--- src/rtl/pc_npc_unit_pkg.sv ---
// Shared next-PC opcodes and reset address for the
// fetch-side PC unit and the ID-stage decoder.
package pc_npc_unit_pkg;

  localparam logic [3:0] NPC_SEQ  = 4'd0;
  localparam logic [3:0] NPC_BEQ  = 4'd1;
  localparam logic [3:0] NPC_J    = 4'd2;
  localparam logic [3:0] NPC_JR   = 4'd3;
  localparam logic [3:0] NPC_JALR = 4'd4;
  localparam logic [3:0] NPC_BNE  = 4'd5;
  localparam logic [3:0] NPC_BGTZ = 4'd6;
  localparam logic [3:0] NPC_BLEZ = 4'd7;
  localparam logic [3:0] NPC_BGEZ = 4'd8;
  localparam logic [3:0] NPC_BLTZ = 4'd9;

  localparam logic [31:0] RESET_PC_DEF = 32'h0000_3000;

endpackage

--- src/rtl/pc_npc_unit_branch_cmp.sv ---
// Branch condition evaluation for the ID-stage branch.
// Only conditional codes can raise cond_o.
module branch_cmp
  import pc_npc_unit_pkg::*;
(
  input  logic [3:0]  npc_op,
  input  logic [31:0] rd1,
  input  logic [31:0] rd2,
  output logic        cond_o
);

  // Evaluate the compare selected by the next-PC code
  always_comb begin
    cond_o = 1'b0;
    case (npc_op)
      NPC_BEQ:  cond_o = (rd1 == rd2);
      NPC_BNE:  cond_o = (rd1 != rd2);
      NPC_BGTZ: cond_o = ($signed(rd1) >  32'sd0);
      NPC_BLEZ: cond_o = ($signed(rd1) <= 32'sd0);
      NPC_BGEZ: cond_o = ($signed(rd1) >= 32'sd0);
      NPC_BLTZ: cond_o = ($signed(rd1) <  32'sd0);
      default:  cond_o = 1'b0;
    endcase
  end

endmodule

--- src/rtl/pc_npc_unit.sv ---
// Fetch PC, IF/ID PC and next-PC selection with
// delay-slot semantics and a taken-redirect counter.
module pc_npc_unit
  import pc_npc_unit_pkg::*;
#(
  parameter logic [31:0] RESET_PC = RESET_PC_DEF,
  parameter int          CNT_W    = 32
) (
  input  logic             clk,
  input  logic             reset,
  input  logic             stall,
  input  logic [3:0]       npc_op,
  input  logic [31:0]      instr_D,
  input  logic [31:0]      rd1,
  input  logic [31:0]      rd2,
  output logic [31:0]      pc_F,
  output logic [31:0]      pc_D,
  output logic [31:0]      pc8_D,
  output logic             taken_D,
  output logic             adel_F,
  output logic [CNT_W-1:0] taken_cnt
);

  logic [31:0]      pc_f_q, pc_f_d;
  logic [31:0]      pc_d_q, pc_d_d;
  logic [CNT_W-1:0] cnt_q, cnt_d;
  logic [31:0]      br_tgt, j_tgt, tgt, npc;
  logic             cond;
  logic             unused_opc;

  branch_cmp u_cmp (
    .npc_op (npc_op),
    .rd1    (rd1),
    .rd2    (rd2),
    .cond_o (cond)
  );

  assign unused_opc = ^instr_D[31:26];

  assign br_tgt = pc_d_q + 32'd4
                + {{14{instr_D[15]}}, instr_D[15:0], 2'b00};
  assign j_tgt  = {pc_d_q[31:28], instr_D[25:0], 2'b00};

  // Redirect decision and target for the ID instruction
  always_comb begin
    taken_D = 1'b0;
    tgt     = br_tgt;
    case (npc_op)
      NPC_J: begin
        taken_D = 1'b1;
        tgt     = j_tgt;
      end
      NPC_JR, NPC_JALR: begin
        taken_D = 1'b1;
        tgt     = rd1;
      end
      NPC_BEQ, NPC_BNE, NPC_BGTZ,
      NPC_BLEZ, NPC_BGEZ, NPC_BLTZ: begin
        taken_D = cond;
      end
      default: begin
        taken_D = 1'b0;
      end
    endcase
  end

  assign npc = taken_D ? tgt : pc_f_q + 32'd4;

  // Next state: a stall holds all three registers
  always_comb begin
    pc_f_d = pc_f_q;
    pc_d_d = pc_d_q;
    cnt_d  = cnt_q;
    if (!stall) begin
      pc_f_d = npc;
      pc_d_d = pc_f_q;
      cnt_d  = cnt_q + {{(CNT_W-1){1'b0}}, taken_D};
    end
  end

  // PC and counter registers, async reset
  always_ff @(posedge clk or posedge reset) begin
    if (reset) begin
      pc_f_q <= RESET_PC;
      pc_d_q <= 32'd0;
      cnt_q  <= '0;
    end else begin
      pc_f_q <= pc_f_d;
      pc_d_q <= pc_d_d;
      cnt_q  <= cnt_d;
    end
  end

  assign pc_F      = pc_f_q;
  assign pc_D      = pc_d_q;
  assign pc8_D     = pc_d_q + 32'd8;
  assign adel_F    = (pc_f_q[1:0] != 2'b00);
  assign taken_cnt = cnt_q;

endmodule

--- config.mk ---
export PLATFORM = sky130hd
export DESIGN_NAME = pc_npc_unit
export DESIGN_NICKNAME = d
export VERILOG_FILES = /design/src/rtl/pc_npc_unit_pkg.sv /design/src/rtl/pc_npc_unit_branch_cmp.sv /design/src/rtl/pc_npc_unit.sv
export SDC_FILE = /design/constraint.sdc
export NUM_CORES = 1
export LEC_CHECK = 0
export BUFFER_PORTS_ARGS = -buffer_cell sky130_fd_sc_hd__buf_2
export CAP_MARGIN = 10
export CORE_ASPECT_RATIO = 0.8
export CORE_MARGIN = 4
export CORE_UTILIZATION = 50
export DETAILED_ROUTE_END_ITERATION = 7
export GPL_ROUTABILITY_DRIVEN = 0
export PLACE_DENSITY_LB_ADDON = 0.25
export SYNTH_ARGS = -nofsm -noshare
export SYNTH_HDL_FRONTEND = slang
export SYNTH_SLANG_ARGS = --single-unit
--- constraint.sdc ---
create_clock -name clk -period 3.64 [get_ports clk]
set_clock_uncertainty 0.1 [all_clocks]
set_input_delay 0.364 -clock clk [delete_from_list [all_inputs] [get_ports clk]]
set_output_delay 0.364 -clock clk [all_outputs]
set_load 0.03 [all_outputs]
### After elaboration in Yosys (flattened, before gate mapping)

Cells that the tools add are included.

| word-level totals | value |
|---|---|
| word-level logic and storage cells | 31 |
| flip-flop bits (word level) | 96 |

| cells by class | value |
|---|---|
| equal/unequal tests | 11 |
| mux-type cells | 4 |
| $lt $le $gt $ge | 4 |
| reductions and logical operators | 4 |
| add/subtract/negate cells | 5 |

Operators with widths:

| operator | number |
|---|---|
| 32-bit by 3-bit adder with 32-bit output (second input constant) | 2 |
| 32-bit case mux with 2 select lines | 1 |
| 32-bit by 1-bit adder with 32-bit output | 1 |
| 32-bit adder | 1 |
| 32-bit by 4-bit adder with 32-bit output (second input constant) | 1 |
| 32-bit == test | 1 |
| 32-bit by 1-bit greater-or-equal comparator with 1-bit output (second input constant) | 1 |
| 32-bit by 1-bit greater-than comparator with 1-bit output (second input constant) | 1 |
| 32-bit by 1-bit less-or-equal comparator with 1-bit output (second input constant) | 1 |
| 32-bit by 1-bit < comparator with 1-bit output (second input constant) | 1 |
| 32-bit two-way mux | 1 |
| 32-bit inequality test | 1 |
| 4-bit by 3-bit == test with 1-bit output (second input constant) | 4 |
| 4-bit by 2-bit == test with 1-bit output (second input constant) | 2 |
| 4-bit == test (second input constant) | 2 |
| 1-bit case mux with 6 select lines | 1 |
| 6-bit OR reduction | 1 |
| 4-bit by 1-bit == test with 1-bit output (second input constant) | 1 |
| 3-bit OR reduction | 1 |
| 1-bit case mux with 2 select lines | 1 |
| 2-bit nonzero test | 1 |
| 2-bit OR reduction | 1 |

### Depth between registers and ports, before layout

| logic depth | value |
|---|---|
| word-level depth | 4 |
| depth in mapped cells | 17 |

### Hierarchy

From an unflattened synthesis, not the netlist that was laid out.

| second synthesis, totals | value |
|---|---|
| cell total of the unflattened synthesis | 930 |
| area, all modules | 8,124.0 um^2 |

Modules (own cells, without submodules):

| module | area each (um^2) | times used | cells each | seq. area each (um^2) |
|---|---|---|---|---|
| pc_npc_unit | 7,612.3 | 1 | 867 | 2,404.8 |
| branch_cmp | 511.7 | 1 | 63 | 0.0 |

### Worst setup path after synthesis

No wires, ideal clock.

| path | value |
|---|---|
| path type | input -> register |
| from | input rd1[17] |
| to | register cnt_q[31], in the netlist taken_cnt[31] |
| library setup time | 0.133 ns |
| path buffers | 2 |
| setup slack | -0.047 ns |
| stages on the path | 17 |
| data required time | 3.407 ns |
| data arrival time | 3.454 ns |
| path through | xor2_1 > nor4_1 > nand4_1 > nor3_1 > o211ai_4 > and2_1 > buf_4 > inv_2 > buf_2 > ha_1 > and3_1 > and2_1 > nand3_1 > or2_2 > nor2_1 > nand4_1 > xnor2_1 |

| on the way | value |
|---|---|
| word-level cells in the longest chain between the ends | 4 |
| elaborated cells between the ends (all ways) | 9 |
| those cells by class | add/sub: 1; order compare: 4; eq/ne: 2; mux: 2 |

Ends and longest elaborated chain:

| what | RTL line | text |
|---|---|---|
| start, declared | pc_npc_unit.sv:14 | `input logic [31:0] rd1,` |
| 32-bit by 1-bit < comparator with 1-bit output, or another cell as far along | pc_npc_unit_branch_cmp.sv:21 | `NPC_BLTZ: cond_o = ($signed(rd1) < 32'sd0);` |
| 1-bit case mux with 6 select lines * | pc_npc_unit_branch_cmp.sv:15 | `case (npc_op)` |
| 1-bit case mux with 2 select lines * | pc_npc_unit.sv:48 | `case (npc_op)` |
| named net taken_D | pc_npc_unit.sv:19 | `output logic taken_D,` |
| 32-bit by 1-bit adder with 32-bit output * | pc_npc_unit.sv:77 | `cnt_d = cnt_q + {{(CNT_W-1){1'b0}}, taken_D};` |
| end signal, assigned | pc_npc_unit.sv:90 | `cnt_q <= cnt_d;` |
| end, declared | pc_npc_unit.sv:26 | `logic [CNT_W-1:0] cnt_q, cnt_d;` |

The timed path passes the listed nets; every way through them passes the cells marked *.
A chain may end at the register's enable or synchronous reset.

### Worst setup path in the final report

| path | value |
|---|---|
| from | register pc_d_q[3], in the netlist pc_D[3] |
| to | register pc_f_q[31], in the netlist pc_F[31] |

| on the way | value |
|---|---|
| word-level cells in the longest chain between the ends | 4 |

Ends and longest elaborated chain:

| what | RTL line | text |
|---|---|---|
| start, declared | pc_npc_unit.sv:25 | `logic [31:0] pc_d_q, pc_d_d;` |
| start signal, assigned | pc_npc_unit.sv:89 | `pc_d_q <= pc_d_d;` |
| 32-bit by 3-bit adder with 32-bit output | pc_npc_unit.sv:40 | `assign br_tgt = pc_d_q + 32'd4` |
| 32-bit adder | pc_npc_unit.sv:41 | `+ {{14{instr_D[15]}}, instr_D[15:0], 2'b00};` |
| 32-bit case mux with 2 select lines | pc_npc_unit.sv:48 |  |
| 32-bit two-way mux | pc_npc_unit.sv:67 | `assign npc = taken_D ? tgt : pc_f_q + 32'd4;` |
| end signal, assigned | pc_npc_unit.sv:88 | `pc_f_q <= pc_f_d;` |
| end, declared | pc_npc_unit.sv:24 | `logic [31:0] pc_f_q, pc_f_d;` |

Every way passes these cells.

==> flow_summary.toml <==
[outcome]
status = "complete, no violations"

[global_route]
grt_pass1_wl_um = 42240
grt_max_degree = 64
antenna_found_initial = 1
grt_usage_pct = 30.77
grt_pass1_vias = 7402
grt_overflow = 0

[detailed_routing]
drt_first_pass_iters = 8
wl_met2_um = 11380
met3WireLength_um = 3550
wl_per_cell_um = 20.54
postRouteAntennaNets = 0
routed_wl_um = 27510
drtIter0Drc = 912
vias = 8111
vias_per_cell = 6.058
routed.top_layer = "met4"
drc = 0
wl_met1_um = 11840

[final_layout]
drive_above_1_share_pct = 29.58
stdcell_area_um2 = 9694
fin_nets = 1290
area_growth_pct = 24.89
nFillCells = 1320
antenna_cells = 0

[setup_path]
critPathTopFamily = "compound AO/OA/AOI/OAI gates"
slowest_delay_ps = 410
path_max_fanout = 5
crit_chain = "ha_1 > ha_1 > fa_1 > a21o_1 > a221oi_1 > a2bb2oi_1 > o21ai_2 > buf_4 > a211oi_1 > o21a_1 > o31ai_1 > o221a_2"
start_kind = "flop"
critical_path_required_ps = 3820
arrival_ps = 3640
worst-path-buf-inv = 1
cpMaxStageDelayCell = "dfrtp_1"
worst_path_most_repeated_cell = "ha_1"
end_kind = "flop"
path_class = "reg -> reg"

[clock_tree]
cts_max_path_buffers = 2
cts_setup_buffers = 0
clockRootBuffer = "clkbuf_16"
cts_inserted_buffers = 9
cts_tree = "done"
clkTransAtPathRegs_ps = 70
clkLatencyLatePin_ps = 350
cts_sinks = 96
htreeDepth = 3

[power_and_ir_drop]
powerDensity_nw_per_um2 = 836.4
peakVddDrop_mv = 0.3993
power.leakage_nw = 4.643

[floorplanning]
ios = 233
chipHeight_um = 119.4
start_util_pct = 51.36
rows = 40
dieArea_um2 = 17590
core_area_um2 = 15110
die_width_um = 147.3

[logic_synthesis]
synth.top_cells.by_area = "dfrtp_1, ha_1, xor2_1"
async_flop_share_pct = 100.0
yosysSeqAreaShare_pct = 30.98
synth_edf_count = 0
yosysWarnings = 0
syn-cell-area_um2 = 7762
synth-seq-cells = 96
ys_types = 67
avgSynthCellArea_um2 = 8.912
synthCells = 871
synth_nets = 1036
synth_top_cell_area_share_pct = 30.30
synth_area_leader_cell = "dfrtp_1"
synthFlopType = "dfrtp_1"

[placement]
dp_hpwl_um = 21770
place.port_buffers = 226
placed_cell_area_um2 = 9412

[timing]
fmax_mhz = 289.5
max_slew_margin_pct = 43.53
tightest_slew_ps = 847.1
setup_viol = 0
setup_tns_ps = 0
period_share_pct = 94.89
rsz0062_at_grt = "false"
hold_viol = 0
min_period_ps = 3454
maxSlewViolCount = 0

[hold_path]
hold_class = "in -> async"

[job]
max-cap-violations = 0
-- final timing paths --
| path | slack, ps | start | depth (start not counted) | end |
|---|---|---|---|---|
| worst max register to register | 190 | pc_D[3] | 12 | pc_F[31] |
| worst max-delay path | 190 | pc_D[3] | 12 | pc_F[31] |
| worst min register to register | 370 | taken_cnt[31] | 1 | taken_cnt[31] |
| min in group clk | 370 | taken_cnt[31] | 1 | taken_cnt[31] |
| worst min-delay path | 40 | reset | 2 | pc_D[3] |
| max in group asynchronous | 2600 | reset | 3 | taken_cnt[29] |
-- final cells by class --
| cell class | count | area (um^2) | area share, % |
|---|---|---|---|
| multi-input combinational | 712 | 5112 | 52.74 |
| inverter | 25 | 96.34 | 0.9938 |
| sequential | 96 | 2405 | 24.81 |
| clock buffer | 11 | 242.7 | 2.504 |
| tap | 210 | 262.8 | 2.710 |
| timing repair buffer | 281 | 1544 | 15.93 |
| clock inverter | 4 | 31.28 | 0.3227 |
-- cell usage after synthesis (4+ instances only) --
master,n
ha_1,61
o21ai_0,32
nor3_1,14
buf_4,4
or2_2,4
nor2b_1,4
a22oi_1,17
o22a_1,6
nor4_1,20
inv_1,24
and2_1,8
xor2_1,57
nor2_1,49
a21oi_1,45
nand4_1,18
nand2_1,84
a211oi_1,12
or3_1,5
a221oi_1,10
nand2b_1,6
a31oi_1,11
dfrtp_1,94
o211a_1,6
clkbuf_1,26
nand3_1,34
and3_1,26
o21a_1,8
o211ai_1,8
mux2_2,23
a21o_1,12
o31ai_1,4
o21ai_1,5
mux2i_1,13
buf_1,4
and4_1,4
xnor2_1,56
a222oi_1,10
-- state kept, by name, indices dropped and copies added, names as in the netlist --
signal / count
pc_F: 32
pc_D: 32
taken_cnt: 32
-- worst register-to-register path, stage by stage (launching register included) --
cell and delay, ps:
dfrtp_1 410, ha_1 290, ha_1 240, fa_1 400, a21o_1 220, a221oi_1 330, a2bb2oi_1 160, o21ai_2 210
buf_4 170, a211oi_1 90, o21a_1 180, o31ai_1 330, o221a_2 240
-- through the flow --
stage          total power [mW]  hold slack (ps)  instances  utilization (%)  setup WS [ps]
2_1_floorplan             5.413            473.6        871                -          57.90
3_3_place_gp              7.039            360.5       1324            62.27          3.333
3_5_place_dp              7.119            361.6       1324            62.27         -96.69
4_1_cts                   8.033            90.92       1339            64.08          175.1
5_1_grt                   8.665            130.5       1339            64.14         0.3504
6_report                  8.109            42.81       1339            64.14          186.1
-- placed cells by master, fill, tap and decap left out, drive strengths merged, types with 5 or more instances in the layout --
| cell | instances |
|---|---|
| a31oi | 11 |
| o21ai | 37 |
| nand3 | 34 |
| clkbuf | 11 |
| a21oi | 45 |
| and3 | 26 |
| a221oi | 10 |
| buf | 281 |
| xnor2 | 56 |
| mux2i | 13 |
| nor4 | 20 |
| or3 | 5 |
| a211oi | 12 |
| a22oi | 17 |
| nand4 | 18 |
| o21a | 8 |
| ha | 61 |
| and2 | 10 |
| dfrtp | 94 |
| o211a | 6 |
| nand2b | 6 |
| a21o | 12 |
| a222oi | 10 |
| nor2 | 49 |
| inv | 25 |
| mux2 | 24 |
| o211ai | 9 |
| nand2 | 84 |
| xor2 | 57 |
| o22a | 6 |
| nor3 | 14 |
-- report_power, final --
part / internal (mW) / switching, mW / leakage [nW]
Clock: 0.479 / 0.407 / 0.124
Combinational: 1.97 / 3.33 / 3.36
Sequential: 1.42 / 0.500 / 1.16
-- per-layer routing --
layer | global-route usage, % | up-vias
met3 | 10.35 | 51
met1 | 44.61 | 3846
met5 | 0 | -
met4 | 8.615 | 0
li1 | - | 3742
met2 | 43.64 | 472
-- logic make-up after synthesis --
family	share of synthesized area, %
multiplexers	5.158
XOR/XNOR	12.75
buffers and inverters	3.385
flip-flops	30.98
AO/OA/AOI/OAI	19.55
adder cells (fa/ha/maj)	10.09
AND/OR/NAND/NOR	18.09
-- what timing repair did --
action	CTS	global route
resized for setup	0	2
hold buffers	0	0
endpoints found under the setup margin	0	2
Note: power is estimated with default switching activity, not from simulation.
